**src/rtl/mem_bank.sv**
```systemverilog
// Register-file memory bank with registered read port, write-first bypass and a
// whole-bank clear sweep. Optional per-word even parity under MEM_BANK_PARITY_EN.
module mem_bank #(
    parameter  int DATA_W = 8,
    parameter  int DEPTH  = 4,
    localparam int ADDR_W = $clog2(DEPTH)
) (
    input  logic              clk,
    input  logic              rst_n,
    input  logic [DATA_W-1:0] data,
    input  logic              store,
    input  logic [ADDR_W-1:0] addr,
    input  logic              rd_en,
    input  logic [ADDR_W-1:0] rd_addr,
    input  logic              clear,
    output logic [DATA_W-1:0] memory,
    output logic              rd_valid,
    output logic              busy
`ifdef MEM_BANK_PARITY_EN
    ,
    output logic              parity_err
`endif
);

    typedef enum logic {
        IDLE,
        CLEAR
    } state_t;

    state_t            state_q;
    state_t            state_d;
    logic [ADDR_W-1:0] idx;
    logic [DATA_W-1:0] words [DEPTH];
`ifdef MEM_BANK_PARITY_EN
    logic              par   [DEPTH];
`endif

    logic wr_ok;
    logic rd_ok;
    logic bypass;

    // A write only lands in IDLE and loses to a same-edge clear request.
    assign wr_ok  = store && !clear && (state_q == IDLE);
    assign rd_ok  = rd_en && (state_q == IDLE);
    assign bypass = wr_ok && (addr == rd_addr);

    // NOTE: sequential state uses non-blocking (<=) so every flop samples pre-edge values.
    always_ff @(posedge clk or negedge rst_n) begin
        if (!rst_n) begin
            state_q <= IDLE;
        end else begin
            state_q <= state_d;
        end
    end

    always_comb begin
        state_d = state_q;
        case (state_q)
            IDLE:    if (clear) state_d = CLEAR;
            CLEAR:   if (idx == ADDR_W'(DEPTH - 1)) state_d = IDLE;
            default: state_d = IDLE;
        endcase
    end

    always_comb begin
        busy = (state_q == CLEAR);
    end

    // NOTE: the storage array is reset too, since reset must leave every word at zero.
    always_ff @(posedge clk or negedge rst_n) begin
        if (!rst_n) begin
            for (int i = 0; i < DEPTH; i++) begin
                words[i] <= '0;
`ifdef MEM_BANK_PARITY_EN
                par[i]   <= 1'b0;
`endif
            end
            idx      <= '0;
            memory   <= '0;
            rd_valid <= 1'b0;
`ifdef MEM_BANK_PARITY_EN
            parity_err <= 1'b0;
`endif
        end else begin
            rd_valid <= rd_ok;
`ifdef MEM_BANK_PARITY_EN
            parity_err <= 1'b0;
`endif
            if (state_q == CLEAR) begin
                // Index wraps to 0 on the last word, ready for the next sweep.
                words[idx] <= '0;
`ifdef MEM_BANK_PARITY_EN
                par[idx]   <= 1'b0;
`endif
                idx        <= idx + 1'b1;
            end else begin
                if (clear) begin
                    idx <= '0;
                end
                if (wr_ok) begin
                    words[addr] <= data;
`ifdef MEM_BANK_PARITY_EN
                    par[addr]   <= ^data;
`endif
                end
                if (rd_ok) begin
                    memory <= bypass ? data : words[rd_addr];
`ifdef MEM_BANK_PARITY_EN
                    parity_err <= bypass ? 1'b0 : (par[rd_addr] != ^words[rd_addr]);
`endif
                end
            end
        end
    end

endmodule

```
**config.mk**
```make
export PLATFORM = sky130hd
export DESIGN_NAME = mem_bank
export DESIGN_NICKNAME = d
export VERILOG_FILES = /design/src/rtl/mem_bank.sv
export SDC_FILE = /design/constraint.sdc
export NUM_CORES = 1
export LEC_CHECK = 0
export ABC_AREA = 0
export BUFFER_PORTS_ARGS = -buffer_cell sky130_fd_sc_hd__buf_2
export CAP_MARGIN = 15
export CORE_MARGIN = 2
export CORE_UTILIZATION = 55
export CTS_CLUSTER_DIAMETER = 120
export DETAILED_ROUTE_END_ITERATION = 6
export MAX_ROUTING_LAYER = met4
export PLACE_DENSITY_LB_ADDON = 0.25
export SYNTH_ARGS = -nofsm -noshare
export SYNTH_HDL_FRONTEND = slang
export SYNTH_SLANG_ARGS = --single-unit
```
**constraint.sdc**
```tcl
create_clock -name clk -period 1.95 [get_ports clk]
set_input_delay 0.195 -clock clk [delete_from_list [all_inputs] [get_ports clk]]
set_output_delay 0.195 -clock clk [all_outputs]
set_load 0.05 [all_outputs]
```
==> out/results.env, run 1 <==
GRT_MAX_DEGREE=18
SYNTH_LARGEST_TYPE_AREA_FRACTION_PCT=49.1
FIRST_ITER_VIOLATIONS=173
TRACK_USAGE_PCT=26.0
ORDERED_CELL_LIST_FOR_THE_CRITICAL_PATH='buf_4 > nor2_1 > nand4_2 > mux2i_1'
SYNTH.AREA.TOP_CELLS='sky130_fd_sc_hd__dfrtp_1 (49%), sky130_fd_sc_hd__mux2i_1 (11%), sky130_fd_sc_hd__mux4_2 (8.0%), sky130_fd_sc_hd__nand2_1 (6.4%), sky130_fd_sc_hd__o31ai_1 (3.0%)'
WORSTPATHMAXFANOUT=15
SEQ_AREA_FRAC_SYNTH_PCT=49.1
CELLLEAKAGEPOWER_nW=1.31
ROUTED-WL-MET2_UM=2390
YOSYS.CELL_COUNT.TOP_TYPE='sky130_fd_sc_hd__dfrtp_1'
CLOCK-ROOT-BUFFER='sky130_fd_sc_hd__clkbuf_8'
OVERFLOW_AFTER_GRT=0
CRITICAL_PATH_DEPTH=4
CRIT_TYPE='register to register'
CTS_HTREE_LEVELS=2
SYNTH_EDF_COUNT=0
CP_TOP_FAMILY='simple AND/OR/NAND/NOR gates'
POST-CTS-SETUP-BUFFERS=0
ENDPOINT_KIND='register'
FLOORPLAN.DIE.HEIGHT_UM=67.9
SETUP_TNS_NS=0
PERIOD_SHARE_PCT=77.2
HOLD_PATH.CLASS='input port to register'
TIMING.CRITICAL_PATH.REQUIRED_NS=2.16
ROUTE.MET3.WL_UM=305
WORST_CLOCK_SKEW_NS=0.00761
DIEWIDTH_UM=67.9
FINALSETUPVIOLATIONS=0
CTS.REPORTEDPATHS.CLKPINSLEW_NS=0.08
SYNTH_TOP_CELLS_BY_COUNT='sky130_fd_sc_hd__dfrtp_1 (44), sky130_fd_sc_hd__nand2_1 (38), sky130_fd_sc_hd__mux2i_1 (25), sky130_fd_sc_hd__inv_1 (11)'
NUM_VIAS=1635
ANT_NETS=0
POST_SYNTH.CELL_AREA_AVG_UM2=11.3
PIN_COUNT=27
CPMAXSTAGEDELAYCELL='sky130_fd_sc_hd__dfrtp_1'
SYNTHESIS.INSTANCES=198
GRT_PASS1_VIAS=1601
CLK_PATH_BUF_DEPTH=2
GRT_ANTENNA_BEFORE_REPAIR=0
IO_BUFFERS=26
HIGHEST_LAYER='met4'
SYNTH-SEQ-CELLS=44
PATH_BUF_INV=1
POST_ROUTE_CELLS_DRIVE_ABOVE_1_SHARE_PCT=21.6
WORST_IR_DROP_VDD_mV=0.465
SYNTH_TOP_CELL_BY_AREA='sky130_fd_sc_hd__dfrtp_1'
FP.DIEAREA_UM2=4610
POST_CTS.RESIZED_INSTANCES=0
POWER_PER_CELL_AREA_nW_PER_UM2=1250
MAXSLEWVIOLCOUNT=0
DRT_WIRELENGTH_UM=5040
SLEW-LIMIT-HEADROOM_PCT=57.9
CTS.SINK_COUNT=44
NETS=250
CP_STARTPOINT_KIND='register'
DPL.HPWL_UM=3570
CTS_BUFFERS=5
SYN_TO_FINAL_GROWTH_PCT=11.5
CLK_LATENCY_NS=0.29
RUN_STATUS='completed'
ANTENNA_CELLS_INSERTED=0
HOLD_VIOL=0
CTS_TREE='yes'
CORE_REGION_AREA_UM2=3970
DRC_ERRORS=0
MAX_FREQ_MHz=664
GRT_FIRST_PASS_WIRELENGTH_UM=8290
POST_CTS_HOLD_BUFFER_COUNT=1
DRT-VIAS-PER-INSTANCE=5.90
DRT-PASS1-ITER-COUNT=4
ROUTEDLENGTHMET1_UM=2300
PLACED_AREA_UM2=2420
POST-ROUTE-CELL-AREA_UM2=2500
YOSYS_MOST_USED_DFF='sky130_fd_sc_hd__dfrtp_1'
MAX_CAP_VIOLATIONS=0
CRITICAL-PATH-MAX-STAGE-DELAY_NS=0.39
SYNTH_NETS=219
ROWS=23
GPL.FINAL_WEIGHTED_CONGESTION=0.804
REGTOREGSETUPSLACK_NS=0.44
TIGHTESTPINTRANSITION_NS=0.629
YOSYSUNIQUECELLTYPES=31
RSZ0062_AT_GRT='no'
SYN-CELL-AREA_UM2=2240
INITIAL_UTILIZATION_PCT=56.5
REG2REG_DEPTH=4
WORSTHOLDPATHCELLS=3
PERIOD_MINUS_SLACK_NS=1.51
DRT-WIRELENGTH-PER-CELL_UM=18.2
TIMING.CRITICAL_PATH.ARRIVAL_NS=1.71
POSTSYNTH.ASYNCRESETSHARE_PCT=100
SYNTH.YOSYS.WARNINGS=0
power by group:
part	total, mW	switching [mW]	leakage [nW]	internal, mW
combinational	1.30	0.876	0.695	0.419
sequential	1.33	0.146	0.581	1.18
clock	0.509	0.278	0.0359	0.231
total	3.14	1.30	1.31	1.84
cell type report:
type / count / area (µm²)
tap: 50 / 62.6
fill: 326 / 1470
multi-input combinational: 134 / 1040
timing repair buffer: 33 / 185
clock buffer: 5 / 68.8
sequential: 44 / 1100
inverter: 11 / 41.3
cells in the final DEF (no fill, tap or decap):
master / netlist / layout
sky130_fd_sc_hd__or3_1: 1 / 1
sky130_fd_sc_hd__and3b_1: 1 / 1
sky130_fd_sc_hd__nand3b_1: 1 / 1
sky130_fd_sc_hd__buf_2: 4 / 26
sky130_fd_sc_hd__clkbuf_8: 0 / 5
sky130_fd_sc_hd__dfrtp_1: 44 / 44
sky130_fd_sc_hd__nand4_1: 8 / 8
sky130_fd_sc_hd__a21boi_1: 1 / 1
sky130_fd_sc_hd__nor2_8: 1 / 1
sky130_fd_sc_hd__o21ai_1: 1 / 1
sky130_fd_sc_hd__mux2i_1: 25 / 25
sky130_fd_sc_hd__nor3b_1: 1 / 1
sky130_fd_sc_hd__nor3b_2: 1 / 1
sky130_fd_sc_hd__a21o_1: 1 / 1
sky130_fd_sc_hd__nor3_1: 1 / 1
sky130_fd_sc_hd__nor2_1: 9 / 9
sky130_fd_sc_hd__a31oi_1: 8 / 8
sky130_fd_sc_hd__buf_4: 1 / 6
sky130_fd_sc_hd__nand2_1: 38 / 38
sky130_fd_sc_hd__xor2_1: 2 / 2
sky130_fd_sc_hd__mux4_2: 8 / 8
sky130_fd_sc_hd__dlygate4sd3_1: 0 / 1
sky130_fd_sc_hd__o31ai_1: 9 / 9
sky130_fd_sc_hd__nor2b_1: 1 / 1
sky130_fd_sc_hd__inv_1: 11 / 11
sky130_fd_sc_hd__a2bb2oi_1: 7 / 7
sky130_fd_sc_hd__ha_1: 4 / 4
sky130_fd_sc_hd__nand4_2: 1 / 1
sky130_fd_sc_hd__or3b_4: 1 / 1
sky130_fd_sc_hd__xnor2_1: 2 / 2
sky130_fd_sc_hd__o21ai_0: 1 / 1
state kept, by name (all words and copies together), names as in the netlist:
register	cells
words	32
busy	1
rd_valid	1
memory	8
idx	2
cell families after synthesis:
logic type | Yosys count | synth area share [%]
xor+xnor | 4 | 1.56
compound gates | 28 | 9.09
fa+ha+maj | 4 | 2.23
mux | 33 | 19.2
simple gates | 65 | 14.4
buf+inv | 20 | 4.41
flops | 44 | 49.1
worst paths after layout:
check,from,to
worst max-delay path,busy$_DFF_PN0_,words[19]$_DFFE_PN0P_
worst min-delay path,data[5],words[5]$_DFFE_PN0P_
worst max register to register,busy$_DFF_PN0_,words[19]$_DFFE_PN0P_
worst min register to register,words[10]$_DFFE_PN0P_,words[10]$_DFFE_PN0P_
max in group asynchronous,rst_n,words[23]$_DFFE_PN0P_
min in group asynchronous,rst_n,words[9]$_DFFE_PN0P_
per-stage QoR:
step | instances | hold slack (ns) | util, % | total power [mW] | worst slack, ns
2_1_floorplan | 198 | -0.101 | - | 2.27 | 0.282
3_3_place_gp | 271 | 0.0922 | 61.0 | 2.60 | 0.511
3_5_place_dp | 271 | 0.0865 | 61.0 | 2.64 | 0.468
4_1_cts | 277 | 0.165 | 63.0 | 3.16 | 0.457
5_1_grt | 277 | 0.181 | 63.0 | 3.34 | 0.349
6_report | 277 | 0.176 | 63.0 | 3.14 | 0.445
worst min-delay path: cells and delay by family:
kind	cells	cell delay [ns]
AO/OA/AOI/OAI	1	0.05
AND/OR/NAND/NOR	1	0.05
buffers and inverters	1	0.12
metal layers:
metal | GRT usage, % | up-vias
met3 | 5.59 | 4
met2 | 39.8 | 63
met5 | - | -
met1 | 35.6 | 803
met4 | 7.00 | 0
li1 | - | 765
Note: power is estimated with default switching activity, not from simulation.
==> run 2: changes to the inputs <==
==> constraint.sdc (replaced) <==
create_clock -name clk -period 1.55 [get_ports clk]
set_input_delay 0.155 -clock clk [delete_from_list [all_inputs] [get_ports clk]]
set_output_delay 0.155 -clock clk [all_outputs]
set_load 0.05 [all_outputs]
==> run 2 against run 1 <==
Maximum frequency is 4.0% higher. Hold slack got worse by 0.054 ns. Final cell count grew 1.8%. Clock power rose by 43%. Wire length is 4.1% lower. Via count decreased by 2.3%. Clock-buffer cell count up 3. Clock skew fell by 0.0037 ns. Total power increased by 28%. Critical path type unchanged. Global-route usage shrank 1.1 points.
==> out/results.env, run 2 (synthesized netlist as in run 1, its figures left out) <==
RUN_STATUS='completed'
WORST_IR_DROP_VDD_mV=0.776
WORST_CLOCK_SKEW_NS=0.00394
CRIT_TYPE='register to register'
GRT_MAX_DEGREE=45
DIEWIDTH_UM=67.9
PERIOD_SHARE_PCT=93.3
LARGEST_REG_FLOPS=32
ENDPOINT_KIND='register'
HOLD_PATH.CLASS='input port to register'
GPL.FINAL_WEIGHTED_CONGESTION=0.784
HOLD_VIOL=0
CTS.REPORTEDPATHS.CLKPINSLEW_NS=0.08
DRT_WIRELENGTH_UM=4830
WORST_REG2REG_PATH_ENDPOINT='words[7]$_DFFE_PN0P_'
CTS_TREE='yes'
TRACK_USAGE_PCT=25.0
DRT-WIRELENGTH-PER-CELL_UM=17.1
CLK_PATH_BUF_DEPTH=2
MOST-COMMON-LAYOUT-CELLS='sky130_fd_sc_hd__dfrtp_1 (43), sky130_fd_sc_hd__nand2_1 (38), sky130_fd_sc_hd__buf_2 (26)'
PERIOD_MINUS_SLACK_NS=1.45
TIMING.CRITICAL_PATH.ARRIVAL_NS=1.67
ANTENNA_CELLS_INSERTED=0
OVERFLOW_AFTER_GRT=0
IO_BUFFERS=26
MAX_CAP_VIOLATIONS=0
ROWS=23
POWER_PER_CELL_AREA_nW_PER_UM2=1580
SETUP_TNS_NS=0
RR_STARTPOINT='busy$_DFF_PN0_'
POST_ROUTE_CELLS_DRIVE_ABOVE_1_SHARE_PCT=22.8
CTS_HTREE_LEVELS=2
MOSTFREQUENTLAYOUTCELL='sky130_fd_sc_hd__dfrtp_1'
MAXSLEWVIOLCOUNT=0
REGISTER_WITH_THE_HIGHEST_FLOP_COUNT='words'
DRT-PASS1-ITER-COUNT=4
NETS=252
CTS.SINK_COUNT=44
CLOCK-ROOT-BUFFER='sky130_fd_sc_hd__clkbuf_8'
GRT_FIRST_PASS_WIRELENGTH_UM=7950
GRT_PASS1_VIAS=1507
PIN_COUNT=27
HOLD_START='data[5]'
FINAL_CORE_UTIL_PCT=64.0
CORE_REGION_AREA_UM2=3970
DRC_ERRORS=0
SYN_TO_FINAL_GROWTH_PCT=13.2
CTS_BUFFERS=5
FIRST_ITER_VIOLATIONS=153
FINALSETUPVIOLATIONS=0
MIN_TO='words[5]$_DFFE_PN0P_'
DRT-VIAS-PER-INSTANCE=5.66
CLK_LATENCY_NS=0.29
TIMING.CRITICAL_PATH.REQUIRED_NS=1.77
INITIAL_UTILIZATION_PCT=56.5
SLEW-LIMIT-HEADROOM_PCT=60.2
NUM_VIAS=1597
REG_TOP3='words x32, memory x8, idx x2'
FILLERINSTANCES=311
FLOORPLAN.DIE.HEIGHT_UM=67.9
ANT_NETS=0
CP_STARTPOINT_KIND='register'
CELLLEAKAGEPOWER_nW=1.33
GRT_ANTENNA_BEFORE_REPAIR=0
RSZ0062_AT_GRT='no'
TIGHTESTPINTRANSITION_NS=0.592
REGTOREGSETUPSLACK_NS=0.10
DPL.HPWL_UM=3430
FP.DIEAREA_UM2=4610
REG2REG_DEPTH=3
WORSTPATHMAXFANOUT=12
MAX_FREQ_MHz=691
WORSTHOLDPATHCELLS=3
## run 2: how the worst max path moves through the flow
stage                         from                     to  slack [ns]  cells past startpoint
CTS                 busy$_DFF_PN0_   words[7]$_DFFE_PN0P_        0.10                      3
global route        busy$_DFF_PN0_   words[7]$_DFFE_PN0P_        0.04                      3
global placement    busy$_DFF_PN0_   words[7]$_DFFE_PN0P_        0.13                      3
finish              busy$_DFF_PN0_   words[7]$_DFFE_PN0P_        0.10                      3
floorplan           busy$_DFF_PN0_  memory[0]$_DFFE_PN0P_       0.007                      4
detailed placement  busy$_DFF_PN0_   words[7]$_DFFE_PN0P_        0.12                      3
## run 2: final cells by class
type | instances | area, µm² | share of cell area (%)
inverters | 11 | 41.3 | 1.63
repair buffers | 35 | 200 | 7.88
flip-flops and latches | 44 | 1100 | 43.4
clock buffers | 8 | 90.1 | 3.55
well taps | 50 | 62.6 | 2.46
multi-input cells | 134 | 1040 | 41.1
## run 2: worst max-delay path, cell delays in order, from the launching register on
cell and delay [ns]:
sky130_fd_sc_hd__dfrtp_2 0.40, sky130_fd_sc_hd__or3b_4 0.47, sky130_fd_sc_hd__or3_1 0.37, sky130_fd_sc_hd__a21boi_1 0.14
## run 2: through the flow
step / cells / worst slack (ns) / hold WS (ns) / cell area, µm² / power (mW)
2_1_floorplan: 198 / 0.00750 / -0.141 / 2240 / 2.86
3_3_place_gp: 273 / 0.129 / 0.262 / 2440 / 3.27
3_5_place_dp: 273 / 0.122 / 0.261 / 2440 / 3.31
4_1_cts: 282 / 0.103 / 0.111 / 2540 / 4.04
5_1_grt: 282 / 0.0449 / 0.110 / 2540 / 4.28
6_report: 282 / 0.103 / 0.122 / 2540 / 4.02
## run 2: power breakdown
part	internal (mW)	switching [mW]	total [mW]
clock network	0.364	0.365	0.729
logic	0.528	1.09	1.62
registers	1.49	0.184	1.68
## run 2: timing repair
action	4_1_cts	5_1_grt
endpoints found under the setup margin	0	0
gates resized for setup	0	0
hold buffers	1	0
setup buffers	0	0
endpoints found under the hold margin	44	0
## run 2: layer usage
metal / vias up / GRT usage (%) / share of wire (%)
li1: 774 / - / -
met1: 775 / 36.3 / 48
met2: 43 / 35.4 / 46
met3: 5 / 5.59 / 4.6
met4: 0 / 7.50 / 1.2
met5: - / - / 0
